[config.mk]
export PLATFORM = sky130hd
export DESIGN_NAME = apb_timer_regbank
export DESIGN_NICKNAME = d
export VERILOG_FILES = /design/src/rtl/apb_timer_pkg.sv /design/src/rtl/apb_timer_core.sv /design/src/rtl/apb_timer_regbank.sv
export SDC_FILE = /design/constraint.sdc
export NUM_CORES = 1
export LEC_CHECK = 0
export ABC_AREA = 1
export CORE_ASPECT_RATIO = 2
export CORE_MARGIN = 5
export CORE_UTILIZATION = 56
export CTS_BUF_LIST = sky130_fd_sc_hd__clkbuf_8
export CTS_CLUSTER_DIAMETER = 30
export CTS_CLUSTER_SIZE = 10
export DETAILED_ROUTE_END_ITERATION = 8
export GPL_TIMING_DRIVEN = 0
export PLACE_DENSITY = 0.88
export REMOVE_ABC_BUFFERS = 1
export SYNTH_ARGS = -nofsm -noshare
export SYNTH_HDL_FRONTEND = slang
export SYNTH_HIERARCHICAL = 1
export SYNTH_SLANG_ARGS = --single-unit
[constraint.sdc]
create_clock -name Hclk -period 1.7 [get_ports Hclk]
set_input_delay 0.34 -clock Hclk [delete_from_list [all_inputs] [get_ports Hclk]]
set_output_delay 0.34 -clock Hclk [all_outputs]
set_load 0.02 [all_outputs]
[src/rtl/apb_timer_pkg.sv]
// Shared types and register-map constants for the APB timer register bank.
package apb_timer_pkg;

  typedef enum logic [1:0] {
    IDLE,
    SETUP,
    ACCESS
  } apb_state_e;

  localparam logic [3:0] REG_CTRL     = 4'd0;
  localparam logic [3:0] REG_STATUS   = 4'd1;
  localparam logic [3:0] REG_LOAD     = 4'd2;
  localparam logic [3:0] REG_COUNT    = 4'd3;
  localparam logic [3:0] REG_SCRATCH0 = 4'd4;

  localparam int CTRL_EN = 0;
  localparam int CTRL_IE = 1;
  localparam int ST_EXP  = 0;
  localparam int ST_PERR = 1;

endpackage

[src/rtl/apb_timer_core.sv]
// Reloadable down-counter: loads on enable rising, counts down while enabled,
// reloads and pulses expire_o (combinational, same cycle) when it reaches zero.
module apb_timer_core #(
  parameter int CNT_W = 32
) (
  input  logic             clk_i,
  input  logic             rst_ni,
  input  logic             en_i,
  input  logic [CNT_W-1:0] load_val_i,
  input  logic             load_now_i,
  output logic [CNT_W-1:0] count_o,
  output logic             expire_o
);

  logic [CNT_W-1:0] count_q, count_d;

  always_comb begin
    count_d  = count_q;
    expire_o = 1'b0;
    if (load_now_i) begin
      count_d = load_val_i;
    end else if (en_i) begin
      if (count_q == '0) begin
        count_d  = load_val_i;
        expire_o = 1'b1;
      end else begin
        count_d = count_q - CNT_W'(1);
      end
    end
  end

  always_ff @(posedge clk_i or negedge rst_ni) begin
    if (!rst_ni) count_q <= '0;
    else         count_q <= count_d;
  end

  assign count_o = count_q;

endmodule

[src/rtl/apb_timer_regbank.sv]
// Zero-wait-state APB slave: CTRL/STATUS/LOAD/COUNT/scratch registers, timer
// with level interrupt, and protocol-error capture into STATUS.PERR.
module apb_timer_regbank
  import apb_timer_pkg::*;
#(
  parameter int SEL_IDX     = 0,
  parameter int NUM_SCRATCH = 8,
  parameter int CNT_W       = 32
) (
  input  logic        Hclk,
  input  logic        Hresetn,
  input  logic [2:0]  Pselx,
  input  logic        Penable,
  input  logic        Pwrite,
  input  logic [31:0] Paddr,
  input  logic [31:0] Pwdata,
  output logic [31:0] Prdata,
  output logic        irq
);

  apb_state_e       state_q, state_d;
  logic [1:0]       ctrl_q, status_q, status_d;
  logic [CNT_W-1:0] load_q, count;
  logic [31:0]      scratch_q [NUM_SCRATCH];
  logic [31:0]      prdata_q, rdata;
  logic             irq_q;
  logic             sel, perr_set, wr_en, rd_en, expire, load_now;
  logic             wr_ctrl, wr_status, wr_load, scr_hit;
  logic [3:0]       idx, scr_off;
  logic             unused_ok;

  assign sel     = Pselx[SEL_IDX];
  assign idx     = Paddr[5:2];
  assign scr_off = idx - REG_SCRATCH0;
  assign scr_hit = (idx >= REG_SCRATCH0) && (int'(scr_off) < NUM_SCRATCH);

  always_comb begin
    state_d  = state_q;
    perr_set = 1'b0;
    wr_en    = 1'b0;
    rd_en    = 1'b0;
    case (state_q)
      IDLE: begin
        if (sel) begin
          if (Penable) perr_set = 1'b1;
          else         state_d  = SETUP;
        end
      end
      SETUP: begin
        if (sel && Penable) begin
          state_d = ACCESS;
          rd_en   = !Pwrite;
        end else begin
          perr_set = 1'b1;
          state_d  = IDLE;
        end
      end
      ACCESS: begin
        // write data/address are taken from the bus on the edge leaving ACCESS
        wr_en   = Pwrite;
        state_d = (sel && !Penable) ? SETUP : IDLE;
      end
      default: state_d = IDLE;
    endcase
  end

  assign wr_ctrl   = wr_en && (idx == REG_CTRL);
  assign wr_status = wr_en && (idx == REG_STATUS);
  assign wr_load   = wr_en && (idx == REG_LOAD);
  assign load_now  = wr_ctrl && Pwdata[CTRL_EN] && !ctrl_q[CTRL_EN];

  // hardware sets are applied after the W1C mask so they win a collision
  always_comb begin
    status_d = status_q;
    if (wr_status) status_d = status_q & ~Pwdata[1:0];
    if (expire)    status_d[ST_EXP]  = 1'b1;
    if (perr_set)  status_d[ST_PERR] = 1'b1;
  end

  always_comb begin
    rdata = '0;
    case (idx)
      REG_CTRL:   rdata = {30'b0, ctrl_q};
      REG_STATUS: rdata = {30'b0, status_q};
      REG_LOAD:   rdata = 32'(load_q);
      REG_COUNT:  rdata = 32'(count);
      default: begin
        for (int i = 0; i < NUM_SCRATCH; i++)
          if (scr_hit && int'(scr_off) == i) rdata = scratch_q[i];
      end
    endcase
  end

  always_ff @(posedge Hclk or negedge Hresetn) begin
    if (!Hresetn) begin
      state_q  <= IDLE;
      ctrl_q   <= '0;
      status_q <= '0;
      load_q   <= '0;
      prdata_q <= '0;
      irq_q    <= 1'b0;
      for (int i = 0; i < NUM_SCRATCH; i++) scratch_q[i] <= '0;
    end else begin
      state_q  <= state_d;
      status_q <= status_d;
      irq_q    <= status_q[ST_EXP] & ctrl_q[CTRL_IE];
      if (wr_ctrl) ctrl_q <= Pwdata[1:0];
      if (wr_load) load_q <= Pwdata[CNT_W-1:0];
      if (rd_en)   prdata_q <= rdata;
      for (int i = 0; i < NUM_SCRATCH; i++)
        if (wr_en && scr_hit && int'(scr_off) == i) scratch_q[i] <= Pwdata;
    end
  end

  apb_timer_core #(.CNT_W(CNT_W)) u_core (
    .clk_i      (Hclk),
    .rst_ni     (Hresetn),
    .en_i       (ctrl_q[CTRL_EN]),
    .load_val_i (load_q),
    .load_now_i (load_now),
    .count_o    (count),
    .expire_o   (expire)
  );

  assign Prdata    = prdata_q;
  assign irq       = irq_q;
  assign unused_ok = ^{Paddr[31:6], Paddr[1:0], Pselx};

endmodule

==> results.cfg, run 1 <==
[run_status]
status = aborted with a tool error
firstError = [ERROR GRT-0232] Routing congestion too high. Check the congestion heatmap in the GUI.
stop_stage = global routing (5_1_grt)

[die]
io_pins = 104
num_rows = 92
die_h_um = 261
initial_utilization = 0.563
die_w_um = 136

[yosys]
synth_area_leader_cell = dfrtp_1
yosys_warnings = 6
synth-adder-area-share = 0.00355
yosys-top-cells-area = dfrtp_1 (51%), nand2_1 (19%), o21ai_0 (6.0%), nand3_1 (4.5%), inv_1 (3.2%)
yosys_register_bits = 359
yosysSeqAreaShare = 0.509
synth_top_family_by_area = simple AND/OR/NAND/NOR gates
synth_xor_area_frac = 0.00596
async_flop_share = 1.00
synthesis.area_mm2 = 0.0176
synthSimpleGateAreaFrac = 0.294
ys.flop_type = dfrtp_1
syn_inst = 2325
synth_top_area_frac = 0.509
muxShareOfSynthArea = 0
synth_edf_count = 0
synth_compound_area_frac = 0.117
synth.distinct_cells = 33
postSynthAreaPerCell_um2 = 7.59
synth_commonest_cells = nand2_1 (908), dfrtp_1 (359), o21ai_0 (213), nand3_1 (159), inv_1 (152)
yosysMostFrequentCell = nand2_1

[placement]
hpwl_um = 28600
place_congestion = 0.951
portBuffers = 73

[timing]
worstEpCategory = register data pin
postGrtWorstEndpoint = u_core/count_o[28]$_DFFE_PN0P_/D

[global_route]
grt_usage = 0.515
grt_remaining_overflow = 9
grt_max_degree = 124

[clock_network]
cts_buffers = 47
cts_sinks = 359
ctsRootBufferMaster = clkbuf_8
cts_max_path_buffers = 3
htreeDepth = 2
layer usage:
metal | track usage | overflow
met1 | 0.528 | 0
met2 | 0.665 | 4
met3 | 0.381 | 0
met4 | 0.443 | 4
met5 | 0.195 | 1
cells by family after synthesis:
| family | Yosys count |
|---|---|
| AO/OA/AOI/OAI | 407 |
| adder cells (fa/ha/maj) | 5 |
| XOR/XNOR | 12 |
| buffers and inverters | 293 |
| AND/OR/NAND/NOR | 1249 |
| flip-flops | 359 |
repair_timing:
item / 4_1_cts
setup endpoints to repair: 389
gates resized for setup: 156
hold buffers: 1
endpoints found under the hold margin: 22
setup buffers: 80
cloned: 29
pin swaps: 40
stage by stage:
step,instance area [um2],setup slack [ns],cells,TNS [ns]
2_1_floorplan,17000,-2.15,2192,-318.91
3_3_place_gp,18300,-14.99,2688,-6564.72
3_5_place_dp,18500,-3.73,2696,-984.03
4_1_cts,21000,-0.0784,2875,-0.898
==> run 2, diff against run 1 <==
CORE_ASPECT_RATIO = not set   (was 2)
CORE_UTILIZATION = 40   (was 56)
CTS_BUF_LIST = not set   (was sky130_fd_sc_hd__clkbuf_8)
CTS_CLUSTER_DIAMETER = not set   (was 30)
CTS_CLUSTER_SIZE = not set   (was 10)
PLACE_DENSITY = not set   (was 0.88)
PLACE_DENSITY_LB_ADDON = 0.15   (was not set)
clock period = 2.2 ns   (was 1.7 ns; I/O delays follow)
==> results.cfg, run 2 <==
[run_status]
status = complete, no violations

[die]
die_w_um = 220
die_h_um = 220
die-area_mm2 = 0.0484
num_rows = 77
io_pins = 104
initial_utilization = 0.402
fp.coreArea_mm2 = 0.0439

[power_and_ir_drop]
leakage_nw = 10.3
p_per_area_mw_per_mm2 = 869
irDropWorstVdd_uv = 522
total_power_mw = 18.5

[clock_network]
clk_latency_ns = 0.56
cts_buffers = 42
cts.clk_slew.worst_paths_ns = 0.06
htreeDepth = 2
cts_sinks = 359
ctsRootBufferMaster = clkbuf_16
cts_tree = yes
cts_max_path_buffers = 3

[placement]
hpwl_um = 29500
place_congestion = 0.935
portBuffers = 73

[setup_path]
worst_path_most_repeated_cell = buf_4
worstPathArrival_ns = 2.56
crit_chain = inv_1, nor3_4, buf_4, buf_4, nand2_4, nand2_1, o21ai_0
critPathLaunchType = register
crit_fanout = 64
critPathMaxStageDelay_ns = 0.46
endpoint_kind = register
crit_slowest_cell = nand2_4
crit_type = reg -> reg
cp.required_ns = 2.61
cp_top_family = simple AND/OR/NAND/NOR gates
critPathBufInv = 3

[yosys]
yosys-top-cells-area = dfrtp_1 (51%), nand2_1 (19%), o21ai_0 (6.0%), nand3_1 (4.5%), inv_1 (3.2%)
synth_commonest_cells = nand2_1 (908), dfrtp_1 (359), o21ai_0 (213), nand3_1 (159), inv_1 (152)
async_flop_share = 1.00
yosys_register_bits = 359
synth_area_leader_cell = dfrtp_1
ys.flop_type = dfrtp_1
postSynthAreaPerCell_um2 = 7.59
syn_inst = 2325
synth_edf_count = 0
synth.distinct_cells = 33
yosysSeqAreaShare = 0.509
yosysMostFrequentCell = nand2_1
yosys_warnings = 6
synthesis.area_mm2 = 0.0176
synth_top_area_frac = 0.509

[route]
maxUsedRoutingLayer = met5
first_iter_violations = 1344
drtAntennaViolNets = 0
avgRoutedWirePerCell_um = 18.6
via_count = 15700
dr.pass1.iters = 5
met2_length_um = 25400
wl_met3_um = 3840
met1Wirelength_um = 25700
drt-total-wl_um = 56300
drcViolationCount = 0
vias_per_cell = 5.20

[cells_and_area]
largest_register_ffs = 256
final_cell_mix = nand2_1 (903), dfrtp_1 (359), o21ai_0 (213), nand3_1 (159), inv_1 (147)
multi_input_area_mm2 = 0.00775
seq_area_mm2 = 0.00898
final_common_cell = nand2_1
nets = 2479
drive_gt1_frac = 0.0917
largest-register = scratch_q
nFillCells = 4383
area_growth_pct = 20.4
num_antenna_cells = 0

[global_route]
grt_usage = 0.231
antenna_found_initial = 1
first_global_vias = 15100
grt_pass1_wl_um = 87500
grt_remaining_overflow = 0
grt_max_degree = 110

[timing]
hold_viol_final = 0
finalCritPeriodShare = 0.978
clock_skew_ns = 0.0133
slew_viol_final = 0
fin_hold_ws_ns = 0.455
setup_viol = 0
min_period_ns = 2.15
worstMarginPinSlew_ns = 1.31
timing.fmax_ghz = 0.465
slew_headroom = 0.126
rsz0062_at_grt = yes

[job]
maxCapViolations = 0

[min_path]
hold_path_class = in -> async
==> run 2: cell counts after synthesis <==
No cell type changed its count.
==> run 2: worst register-to-register path, delay by kind of cell, from the launching register on <==
kind / cells / cell delay, ns
buf+inv: 3 / 0.58
flops: 1 / 0.35
compound gates: 1 / 0.09
simple gates: 3 / 0.97
==> run 2: where the power goes <==
part	switching [mW]	internal [mW]	leakage [nW]	total, mW
clock	2.77	4.22	0.672	6.99
combinational	2.50	1.32	4.71	3.82
sequential	0.571	7.08	4.94	7.65
==> run 2: cells by family (layout without fill, tap and decap cells) <==
logic type               count (synthesis)  count (layout)  synth area share
flip-flops                             359             359             0.509
AND/OR/NAND/NOR                       1249            1264             0.294
XOR/XNOR                                12              12           0.00596
adder cells (fa/ha/maj)                  5               5           0.00355
buffers and inverters                  293             385            0.0696
AO/OA/AOI/OAI                          407             408             0.117
==> run 2: metal layers <==
layer / up-vias / GRT usage
li1: 7634 / -
met1: 7535 / 0.327
met2: 451 / 0.366
met3: 110 / 0.0457
met4: 2 / 0.0582
met5: - / 0
==> run 2: area by class of cell <==
type / count / share of cell area
flip-flops and latches: 359 / 0.423
clock buffers: 68 / 0.0607
repair inverters: 4 / 0.00147
multi-input cells: 1689 / 0.365
repair buffers: 147 / 0.0807
clock inverters: 6 / 0.00406
inverters: 160 / 0.0306
well taps: 592 / 0.0349
==> run 2: repair_timing <==
item,4_1_cts,5_1_grt
gates cloned,18,3
hold buffers,1,0
gates resized for setup,42,20
hold endpoints to repair,51,0
buffers inserted,38,24
pin swaps,17,11
endpoints found under the setup margin,356,287
==> run 2: worst paths after layout <==
path | depth (start not counted) | endpoint | slack [ns] | startpoint
min | 2 | scratch_q[148] | 0.45 | Hresetn
max | 7 | scratch_q[133] | 0.05 | state_q[1]
max reg2reg | 7 | scratch_q[133] | 0.05 | state_q[1]
min reg2reg | 2 | Prdata[18] | 0.47 | Prdata[18]
min in group Hclk | 2 | state_q[0] | 0.46 | Penable
max in group asynchronous | 4 | scratch_q[123] | 0.42 | Hresetn
==> run 2: metrics by stage <==
step	setup WS, ns	setup TNS [ns]	util	cells	instance area (um2)
floorplan	-1.75	-178.37	-	2192	17000
global placement	-15.82	-6775.91	0.421	2857	18500
detailed placement	-3.14	-805.27	0.427	2867	18800
CTS	0.000962	0	0.474	2998	20800
global route	-0.0822	-1.21	0.484	3025	21200
finish	0.0484	0	0.484	3025	21200
No activity file was read; power rests on OpenSTA's default activity.
==> run 3, diff against run 2 <==
CORE_UTILIZATION = 65   (was 40)
clock period = 2.7 ns   (was 2.2 ns; I/O delays follow)
==> results.cfg, run 3 (same netlist as run 2, synthesis figures left out) <==
[run_status]
status = complete, no violations

[timing]
fin_ws_ns = 0.101
finalCritPeriodShare = 0.963
clock_skew_ns = 0.0124
slew_viol_final = 0
min_period_ns = 2.60
rsz0062_at_grt = no
timing.fmax_ghz = 0.385
fin_hold_ws_ns = 0.478
worstMarginPinSlew_ns = 1.30
tns_ns = 0
slew_headroom = 0.129
hold_viol_final = 0
setup_viol = 0

[cells_and_area]
area_growth_pct = 15.1
drive_gt1_frac = 0.0734
largest-register = scratch_q
largest_register_ffs = 256
utilization = 0.755
final_common_cell = nand2_1
layout.cells.non_filler = 2724
nets = 2430
final_area_mm2 = 0.0203
final_cell_mix = nand2_1 (903), dfrtp_1 (359), o21ai_0 (213), nand3_1 (159), inv_1 (149)
num_antenna_cells = 0

[die]
die_h_um = 175
die-area_mm2 = 0.0305
num_rows = 60
io_pins = 104
initial_utilization = 0.656
die_w_um = 175
fp.coreArea_mm2 = 0.0269

[setup_path]
endpoint_kind = register
worstPathArrival_ns = 2.99
crit_type = in -> reg
critPathLaunchType = primary input
cp.required_ns = 3.09
crit_fanout = 38

[min_path]
hold_path_class = reg -> reg

[job]
maxCapViolations = 0

[global_route]
first_global_vias = 15800
grt_pass1_wl_um = 83700
grt_usage = 0.339
antenna_found_initial = 0
grt_max_degree = 115
grt_remaining_overflow = 0

[clock_network]
cts_buffers = 40
ctsRootBufferMaster = clkbuf_16
cts_sinks = 359
clk_latency_ns = 0.52
cts.clk_slew.worst_paths_ns = 0.06
htreeDepth = 2
cts_max_path_buffers = 3
cts_tree = yes

[placement]
dp_slack_ns = -2.67
placed_cell_area_mm2 = 0.0184
dp.cells = 2615
portBuffers = 73
hpwl_um = 27500
place_congestion = 0.944

[route]
met2_length_um = 23900
avgRoutedWirePerCell_um = 19.3
met1Wirelength_um = 21200
vias_per_cell = 6.02
dr.pass1.iters = 6
maxUsedRoutingLayer = met4
first_iter_violations = 2077
drt-total-wl_um = 52500
wl_met3_um = 4940
drtAntennaViolNets = 0
via_count = 16400
drcViolationCount = 0

[power_and_ir_drop]
total_power_mw = 15.1
p_per_area_mw_per_mm2 = 745
irDropWorstVdd_uv = 538
leakage_nw = 10.0
-- run 3: cell types whose count changed in the layout (fill, tap and decap cells not counted), sizes merged --
cell	previous run	this run
nand2	931	929
nor2	127	124
clkdlybuf4s50	68	70
clkbuf	69	54
bufinv	2	8
clkinv	2	9
inv	159	157
buf	75	34
dlymetal6s2s	2	0
-- run 3: cell type report --
cell class              instances  area (um2)
clock inverters                17         288
repair inverters                4        31.3
inverters                     160         629
fillers                      2027        6570
clock buffers                  54        1120
well taps                     341         427
repair buffers                105        1170
multi-input cells            1684        7650
flip-flops and latches        359        8980
-- run 3: worst paths after layout --
path | slack (ns) | to | startpoint | cells past startpoint
max | 0.10 | scratch_q[6] | Paddr[5] | 11
max reg2reg | 0.44 | u_core/count_o[26] | u_core/count_o[0] | 10
min in group asynchronous | 0.51 | Prdata[8] | Hresetn | 2
min | 0.48 | Prdata[27] | Prdata[27] | 2
min reg2reg | 0.48 | Prdata[27] | Prdata[27] | 2
max in group asynchronous | 0.78 | scratch_q[194] | Hresetn | 4
-- run 3: worst max-delay path, cell delays in order --
cell             delay, ns
clkdlybuf4s50_1       0.48
inv_1                 0.09
ha_4                  0.30
nand2_4               0.18
nor2_4                0.27
buf_4                 0.24
buf_16                0.20
nand2_4               0.22
buf_12                0.25
nand2_1               0.09
o21ai_0               0.08
-- run 3: metal layers --
layer,GRT usage,vias to the layer above
met3,0.0588,186
li1,-,7522
met5,0,-
met1,0.471,7800
met2,0.534,894
met4,0.142,0
-- run 3: repair_timing --
item                                    CTS  global route
hold endpoints to repair                 50             0
setup buffers                            19             3
endpoints found under the setup margin  355           134
hold buffers                              1             0
resized for setup                        33             9
gates cloned                             13             2
pin swaps                                11             1
-- run 3: power breakdown --
part	total (mW)	internal (mW)	switching, mW
clock	5.87	3.68	2.19
combinational	3.02	1.02	2.00
sequential	6.24	5.77	0.467
total	15.1	10.5	4.65
==> run 4, diff against run 3 <==
CORE_MARGIN = 4   (was 5)
==> results.cfg, run 4 (same netlist as run 2, synthesis figures left out) <==
[placement]
portBuffers = 73
dp_slack_ns = -2.74
hpwl_um = 28000
place_congestion = 0.906

[run_status]
status = complete, no violations

[timing]
setup_viol = 0
slew_viol_final = 0
min_period_ns = 2.64
finalCritPeriodShare = 0.980
worstMarginPinSlew_ns = 1.45
hold_viol_final = 0
slew_headroom = 0.0343
tns_ns = 0
timing.fmax_ghz = 0.378
rsz0062_at_grt = yes
fin_ws_ns = 0.0550
clock_skew_ns = 0.0157

[clock_network]
cts_buffers = 39
htreeDepth = 2
cts_sinks = 359
cts.clk_slew.worst_paths_ns = 0.06
cts_tree = yes
cts_max_path_buffers = 3
ctsRootBufferMaster = clkbuf_16
clk_latency_ns = 0.53

[setup_path]
critPathMaxStageDelay_ns = 0.57
worstPathArrival_ns = 3.05
cp.required_ns = 3.11
regToRegSetupSlack_ns = 0.42
worst_path_most_repeated_cell = nand2_1
critPathLaunchType = primary input
cp_top_family = buffers and inverters
crit_slowest_cell = clkdlybuf4s50_1
endpoint_kind = register
rr_worst_depth = 9
crit_fanout = 24
critPathBufInv = 3
crit_type = in -> reg
worstSetupPathDepth = 10
crit_chain = clkdlybuf4s50_1, inv_2, ha_4, nand2_4, nor2_4, inv_1, nand2_1, nand2_1, nand2_1, nand2_1

[die]
fp.coreArea_mm2 = 0.0268
die_w_um = 173
io_pins = 104
initial_utilization = 0.658
die-area_mm2 = 0.0298
die_h_um = 173
num_rows = 60

[cells_and_area]
largest-register = scratch_q
num_antenna_cells = 0
area_growth_pct = 15.2
final_cell_mix = nand2_1 (903), dfrtp_1 (359), o21ai_0 (213), nand3_1 (159), inv_1 (149)
largest_register_ffs = 256
drive_gt1_frac = 0.0737
final_common_cell = nand2_1
utilization = 0.758
nets = 2437

[route]
wl_met3_um = 4700
vias_per_cell = 5.94
dr.pass1.iters = 5
maxUsedRoutingLayer = met4
drt-total-wl_um = 51800
met1Wirelength_um = 21100
avgRoutedWirePerCell_um = 19.0
met2_length_um = 23800
drtAntennaViolNets = 0
via_count = 16200
drcViolationCount = 0
first_iter_violations = 2061

[min_path]
hold_path_class = reg -> reg
hold_depth = 2

[global_route]
grt_pass1_wl_um = 83000
grt_remaining_overflow = 0
grt_usage = 0.342
antenna_found_initial = 0
grt_max_degree = 106
first_global_vias = 15400

[job]
maxCapViolations = 0

[power_and_ir_drop]
total_power_mw = 14.5
leakage_nw = 10.0
irDropWorstVdd_uv = 530
p_per_area_mw_per_mm2 = 713
-- run 4: worst paths after layout --
kind | endpoint | startpoint
max in group asynchronous | Prdata[3] | Hresetn
worst min-delay path | Prdata[19] | Prdata[19]
worst min register to register | Prdata[19] | Prdata[19]
worst max-delay path | Prdata[26] | Paddr[5]
min in group asynchronous | scratch_q[230] | Hresetn
worst max register to register | Prdata[24] | state_q[0]
-- run 4: report_power, final --
group          switching (mW)  total, mW  internal (mW)
Clock                    2.11       5.22           3.12
Sequential              0.470       6.24           5.77
Combinational            2.00       3.03           1.04
Total                    4.57       14.5           9.92
-- run 4: metrics by stage --
stage               instances  hold slack, ns  cell area, um2
floorplan                2192           0.244           17000
global placement         2606           0.461           18200
detailed placement       2618           0.465           18500
CTS                      2718           0.480           20200
global route             2729           0.494           20300
finish                   2729           0.476           20300
-- run 4: worst register-to-register path: cells and delay by family, from the launching register on --
family	cells	cell delay (ns)
DFF	1	0.44
buffers and inverters	3	0.88
and+or+nand+nor	6	0.86
-- run 4: routing by layer --
metal,track usage,up-vias
li1,-,7517
met1,0.480,7729
met2,0.538,796
met3,0.0584,156
met4,0.143,0
met5,0,-
-- run 4: what timing repair did --
action                                  CTS  global route
hold endpoints to repair                 32             0
gates resized for setup                  35             6
buffers inserted                         18            10
pin swaps                                10             7
hold buffers                              1             0
gates cloned                             13             1
endpoints found under the setup margin  355           149
-- run 4: layout make-up --
class | instances | area [um2]
flip-flops and latches | 359 | 8980
multi-input cells | 1685 | 7680
fillers | 1967 | 6480
repair buffers | 114 | 1340
clock buffers | 62 | 1190
inverters | 160 | 626
well taps | 341 | 427
clock inverters | 6 | 55.1
repair inverters | 2 | 16.3
